File: src/rtl/simd_pcpi_unit.sv
// PCPI responder for custom-0 packed-8 SIMD ops: wrap/saturating add/sub and a 4-lane signed dot product.
// Simple ops answer in one cycle; the dot product walks one lane per cycle through a shared multiplier.
//
// state | meaning
// IDLE  | waiting for a claimed instruction
// MAC   | dot product in progress, one lane per cycle
// RESP  | result valid, ready/wr pulse for one cycle
module simd_pcpi_unit #(
  parameter logic [6:0] CUSTOM_OPCODE = 7'b0001011,
  parameter logic [6:0] FUNCT7        = 7'b0000101,
  parameter bit         ENABLE_DOT    = 1'b1
) (
  input  logic        clk,
  input  logic        resetn,
  input  logic        pcpi_valid,
  input  logic [31:0] pcpi_insn,
  input  logic [31:0] pcpi_rs1,
  input  logic [31:0] pcpi_rs2,
  output logic        pcpi_wr,
  output logic [31:0] pcpi_rd,
  output logic        pcpi_wait,
  output logic        pcpi_ready
);

  typedef enum logic [1:0] {IDLE, MAC, RESP} state_t;

  state_t      state, state_nx;
  logic [2:0]  funct3;
  logic        match, is_dot, claim;
  logic [31:0] a_q, b_q, acc, simple_res, prod_ext;
  logic [1:0]  lane;
  logic [7:0]  a_lane, b_lane;
  logic signed [15:0] prod;
  logic [8:0]  la, lb, ls;
  logic        unused_insn;

  assign funct3      = pcpi_insn[14:12];
  assign match       = pcpi_valid && (pcpi_insn[6:0] == CUSTOM_OPCODE) && (pcpi_insn[31:25] == FUNCT7);
  assign is_dot      = ENABLE_DOT && (funct3 == 3'b100);
  assign claim       = match && (!funct3[2] || is_dot);
  assign unused_insn = ^{pcpi_insn[24:15], pcpi_insn[11:7]};

  // funct3[0] selects subtract, funct3[1] selects signed saturation
  always_comb begin
    simple_res = '0;
    la = '0;
    lb = '0;
    ls = '0;
    for (int i = 0; i < 4; i++) begin
      la = {pcpi_rs1[8*i+7], pcpi_rs1[8*i +: 8]};
      lb = {pcpi_rs2[8*i+7], pcpi_rs2[8*i +: 8]};
      ls = funct3[0] ? (la - lb) : (la + lb);
      if (funct3[1] && (ls[8] != ls[7]))
        simple_res[8*i +: 8] = ls[8] ? 8'h80 : 8'h7F;
      else
        simple_res[8*i +: 8] = ls[7:0];
    end
  end

  assign a_lane   = a_q[{lane, 3'b000} +: 8];
  assign b_lane   = b_q[{lane, 3'b000} +: 8];
  assign prod     = $signed(a_lane) * $signed(b_lane);
  assign prod_ext = {{16{prod[15]}}, prod};

  always_ff @(posedge clk or negedge resetn) begin
    if (!resetn) state <= IDLE;
    else         state <= state_nx;
  end

  always_comb begin
    state_nx = state;
    case (state)
      IDLE: if (claim) state_nx = is_dot ? MAC : RESP;
      MAC: begin
        if (!pcpi_valid)       state_nx = IDLE;
        else if (lane == 2'd3) state_nx = RESP;
      end
      RESP:    state_nx = IDLE;
      default: state_nx = IDLE;
    endcase
  end

  always_comb begin
    pcpi_ready = (state == RESP);
    pcpi_wr    = (state == RESP);
  end

  always_ff @(posedge clk or negedge resetn) begin
    if (!resetn) begin
      pcpi_wait <= 1'b0;
      pcpi_rd   <= '0;
      a_q       <= '0;
      b_q       <= '0;
      acc       <= '0;
      lane      <= '0;
    end else begin
      pcpi_wait <= (state_nx != IDLE);
      case (state)
        IDLE: begin
          if (claim && is_dot) begin
            a_q  <= pcpi_rs1;
            b_q  <= pcpi_rs2;
            acc  <= '0;
            lane <= '0;
          end else if (claim) begin
            pcpi_rd <= simple_res;
          end
        end
        MAC: begin
          if (pcpi_valid) begin
            if (lane == 2'd3) pcpi_rd <= acc + prod_ext;
            else              acc     <= acc + prod_ext;
            lane <= lane + 2'd1;
          end
        end
        default: ;
      endcase
    end
  end

endmodule

File: config.mk
export PLATFORM = sky130hd
export DESIGN_NAME = simd_pcpi_unit
export DESIGN_NICKNAME = d
export VERILOG_FILES = /design/src/rtl/simd_pcpi_unit.sv
export SDC_FILE = /design/constraint.sdc
export NUM_CORES = 1
export LEC_CHECK = 0
export ABC_AREA = 1
export CORE_MARGIN = 1
export CORE_UTILIZATION = 64
export DETAILED_ROUTE_END_ITERATION = 8
export GPL_TIMING_DRIVEN = 0
export PLACE_DENSITY = 0.88
export SLEW_MARGIN = 20
export SYNTH_ARGS = -nofsm -noshare
export SYNTH_HDL_FRONTEND = slang
export SYNTH_SLANG_ARGS = --single-unit
File: constraint.sdc
create_clock -name clk -period 16.3 [get_ports clk]
set_input_delay 2.445 -clock clk [delete_from_list [all_inputs] [get_ports clk]]
set_output_delay 2.445 -clock clk [all_outputs]
set_load 0.05 [all_outputs]
== Yosys cells after proc, flatten, opt, wreduce, memory -nomap -nowiden ==
Index checks and enable logic that the tools add are counted.
Cells by class
  muxes and demuxes: 29
  $mul: 1
  shift-type cells: 2
  equal/unequal tests: 16
  order comparisons: 0
  add/subtract/negate cells: 10
  div/mod/pow operators: 0
  reduce and logical (&&, ||, !) cells: 17
  bitwise gates (word level): 0
Operators with widths (count)
  $mux W32: 7
  $pmux W32 S2: 2
  $mux W8: 8
  $shiftx A32 B6 Y8: 2
  $add A8 B8 Y9: 4
  $mux W9: 4
  $sub A8 B8 Y9: 4
  $add A32 B32 Y32: 1
  $mul A8 B8 Y16: 1
  $mux W2: 6
  $ne A2 B2 Y1 const B: 6
  $logic_and A1 B1 Y1: 8
  $pmux W2 S2: 2
  $eq A7 B3 Y1 const B: 1
  $eq A7 B4 Y1 const B: 1
  $reduce_and A5 Y1: 1
  $eq A2 B2 Y1 const B: 2
  $ne A1 B1 Y1: 4
  $reduce_and A4 Y1: 1
  $reduce_bool A2 Y1: 2
  $eq A3 B3 Y1 const B: 1
  $reduce_and A3 Y1: 1
  $add A2 B1 Y2 const B: 1
  $eq A2 B1 Y1 const B: 1
  4 further kinds: 4
Storage, ports and cells
  output and inout bits: 35
  bits in writable memories: 0
  memory bits (read-only): 0
  word-level logic and storage cells: 82
  bits in latches: 0
  flip-flop bits (word level): 133
  memories: 0

== Logic depth before layout (Yosys ltp) ==
  depth in word-level cells: 8
  mapped depth: 39
  mapped depth without buffers: 37

== Least setup slack after synthesis ==
OpenSTA, ideal clock, no wires.
  path kind: register to register
  from: register lane[0]
  to: register pcpi_rd[30]
  data arrival time: 6.241 ns
  library setup time: 0.118 ns
  buffers on the path: 2
  period minus slack after synthesis: 6.359 ns
  setup slack: 9.941 ns
  stages on the path, launching flop included: 33
  cells stage by stage: dfrtp_1 > clkbuf_1 > clkinv_1 > clkbuf_1 > nand2_1 > a32oi_1 > inv_1 > nor2_1 > fa_1 > inv_1 > fa_1 > fa_1 > fa_1 > inv_1 > ha_1 > nand2_1 > nand2_1 > a21oi_1 > nand2_1 > nor2_1 > nand3_1 > nand2_1 > ha_1 > a21oi_1 > o21ai_0 > a21oi_1 > nor2_1 > nor2_1 > nand3_1 > nand3_1 > nand2_1 > nand2_1 > nand2_1
On the way
  longest elaborated chain between the ends: 6
  elaborated cells on any way between the ends: 10
  classes of those cells: add/sub: 1; mul: 1; eq/ne: 2; shift: 2; mux: 3; reduce/logical: 1
Ends and longest elaborated chain
  start: declaration: RTL line 31  | logic [1:0] lane;
  start signal: assignment: RTL line 113  | lane <= lane + 2'd1;
  $shiftx A32 B6 Y8, on equally long branches: RTL line 60, 61
  $mul A8 B8 Y16: RTL line 62  | assign prod = $signed(a_lane) * $signed(b_lane);
  $add A32 B32 Y32: RTL line 111  | if (lane == 2'd3) pcpi_rd <= acc + prod_ext;
  $mux W32: RTL line 111
  $mux W32: RTL line 110  | if (pcpi_valid) begin
  $pmux W32 S2: RTL line 98  | case (state)
  end signal: assignment: RTL line 106  | pcpi_rd <= simple_res;
  end signal: assignment: RTL line 111
  end: declaration: RTL line 20  | output logic [31:0] pcpi_rd,
Parallel ways exist; a longest one is shown, timed or not. The select of a mux whose other input is x is not followed.
A chain may end at the register's enable or synchronous reset.

== Worst setup path after layout ==
  from: register lane[0]
  to: register pcpi_rd[20]
The elaborated chain is that of the path after synthesis.

==> results.toml <==
[setup_path]
critPathMaxStageDelay_ps = 630
r2r_end = "pcpi_rd[20]"
slowest_stage = "ha_1"
crit_path_max_fanout = 16
r2r-start = "lane[0]"
worst-setup-path-type = "reg2reg"
cp_data_arrival_time_ps = 8460
r2r_slack_ps = 8160
r2r_cells = 33
required_ps = 16620
critPathCaptureType = "register"
startpoint_type = "register"

[min_path]
min-delay-start = "acc[2]"
hold_path_depth = 2
holdPathEnd = "acc[2]"
hold_class = "reg2reg"

[finish]
fillers = 1531
utilization_pct = 76.07
final_layout_size_suffix_gt1_share_pct = 4.589
instances_no_fill = 2341
syn_to_final_growth_pct = 16.75
layout.nets = 2313

[routing]
drc = 0
dr_total_vias = 13550
via_per_inst = 5.790
wl_per_cell_um = 18.13
postRouteAntennaNets = 0
drt_iter0_drc = 1172
first_pass_iters = 6
wl_um = 42440

[sta]
tightest_slew_ps = 876.0
hold_viol_final = 0
fin_crit_ps = 8137
setup_viol = 0
drv_slew = 0
clock_skew_ps = 12.46
fin_tns_setup_ps = 0
post-route-period-util_pct = 49.92
max_freq_mhz = 122.9
rsz0062_at_grt = "no"
slew_headroom_pct = 40.98

[die]
initial_core_util_pct = 65.16
rows = 52
fp.dieW_um = 145.3
dieArea_um2 = 21110
pin_count = 134
die_h_um = 145.3
core_area_um2 = 20170

[clocking]
clk_path_buf_depth = 2
cts_sinks = 133
cts_inserted_buffers = 17
clk_pin_slew_worst_paths_ps = 70
htreeDepth = 4
root_buffer = "clkbuf_16"
cts_hold_buf = 0
clk-insertion-delay-late_ps = 430
cts_resized = 0
cts_setup_buffers = 0
cts_tree = "yes"

[yosys]
syn_inst = 1920
syn_area_um2 = 13140
ys_types = 39
synthTopCellsByCount = "nand2_1, inv_1, nor2_1, dfrtp_1, a21oi_1"
yosys-top-cells-area = "dfrtp_1, nand2_1, ha_1"
ys_ff_latch = 133
synth.net_count = 2176
synth_top_area_share_pct = 25.32
synth_edf_count = 0
synth.most_common_cell = "nand2_1"
ys_warn_count = 0
ys_async_sr_fraction_pct = 100.0
syn_area_per_cell_um2 = 6.845
seq_area_frac_synth_pct = 25.32
synth_top_area_cell = "dfrtp_1"
synth_flop_cell = "dfrtp_1"

[grt]
grt_max_degree = 103
grt_usage_pct = 40.99
antenna_found_initial = 1
grt_pass1_vias = 13160
grt.overflow.total = 0
grt_pass1_wl_um = 66930

[place]
dp_cells = 2308
port_buffers = 117
dpl.hpwl_um = 33670
place_congestion = 1.006

[pwr]
p_per_area_nw_per_um2 = 123.2
ir_worst_vdd_mv = 0.07338
finalPower_w = 0.001890
p_leak_nw = 8.270

[outcome]
outcome = "finished clean"

[run]
drv_cap = 0
-- worst max path at each step --
stage / slack [ps] / endpoint / from / depth (start not counted)
6_report: 8160 / pcpi_rd[20] / lane[0] / 33
3_3_place_gp: 7520 / b_q[13] / resetn / 1
3_5_place_dp: 8370 / pcpi_rd[16] / lane[0] / 32
5_1_grt: 7650 / pcpi_rd[20] / lane[0] / 35
4_1_cts: 8320 / pcpi_rd[16] / lane[0] / 32
2_1_floorplan: 9940 / pcpi_rd[30] / lane[0] / 32
-- layer usage --
| metal | GRT usage (%) | part of all wire (%) | vias to the layer above |
|---|---|---|---|
| li1 | - | - | 6314 |
| met1 | 50.72 | 38 | 6303 |
| met2 | 67.50 | 46 | 758 |
| met3 | 8.428 | 10 | 179 |
| met4 | 22.16 | 5.7 | 0 |
| met5 | 0 | 0 | - |
-- metrics by stage --
| step | setup slack, ps | hold WS, ps | area [µm²] |
|---|---|---|---|
| CTS | 8315 | 482.6 | 15340 |
| finish | 8163 | 478.3 | 15340 |
| detailed placement | 8367 | 466.3 | 14680 |
| global placement | 7519 | 461.3 | 14650 |
| global route | 7650 | 511.1 | 15340 |
| floorplan | 9941 | 448.3 | 13140 |
-- report_power, final --
| part | switching (W) | internal (W) | leakage [nW] |
|---|---|---|---|
| registers | 0.00000997 | 0.000344 | 1.80 |
| clock network | 0.000186 | 0.000252 | 0.318 |
| logic | 0.000724 | 0.000374 | 6.15 |
-- cell usage in the layout, fill, tap and decap left out, types with 4 or more instances in the layout --
cell	count
clkbuf_1	17
inv_1	311
nor2_1	205
dfrtp_1	133
buf_6	12
clkdlybuf4s50_1	116
o21bai_1	11
o211ai_1	4
o21ai_0	76
ha_1	97
nand2_1	586
mux2_2	29
nand3b_1	5
a32oi_1	13
clkbuf_16	17
nor3_1	9
inv_8	6
fa_1	60
buf_2	9
a21oi_1	121
nand3_1	91
buf_1	5
xor2_1	44
xnor2_1	9
o21a_1	5
nand4_1	18
o21ai_1	25
-- flip-flops by register name, summed over array words and instances (netlist names) --
register,flops
a_q,32
acc,32
b_q,32
lane,2
pcpi_rd,32
pcpi_wait,1
state,2
-- logic make-up after synthesis --
| logic type | Yosys count | share of synthesized area (%) |
|---|---|---|
| AOI/OAI and AO/OA | 263 | 11.05 |
| xor gates and xnor gates | 53 | 3.532 |
| adders and majority gates | 157 | 18.37 |
| buffers and inverters | 362 | 11.21 |
| DFF | 133 | 25.32 |
| muxes | 30 | 2.570 |
| and+or+nand+nor | 922 | 27.93 |
-- final cells by class --
type                    count  area, µm²  area share (%)
diodes                      1      2.502         0.01631
plain buffers              46      285.3           1.859
clock buffers              17      425.4           2.773
clock inverters            15      231.5           1.509
inverters                 316       1189           7.747
multi-input cells        1425       8341           54.36
flip-flops and latches    133       3328           21.69
well taps                 270      337.8           2.202
repair buffers            118       1204           7.845
-- critical path: cells and delay by family, from the launching register on --
| family | cells | cell delay (ps) |
|---|---|---|
| DFF | 1 | 380 |
| buffers and inverters | 8 | 1280 |
| adders and majority gates | 6 | 3060 |
| AOI/OAI and AO/OA | 2 | 700 |
| and+or+nand+nor | 17 | 2580 |
Power figures use the tool's default switching activity.
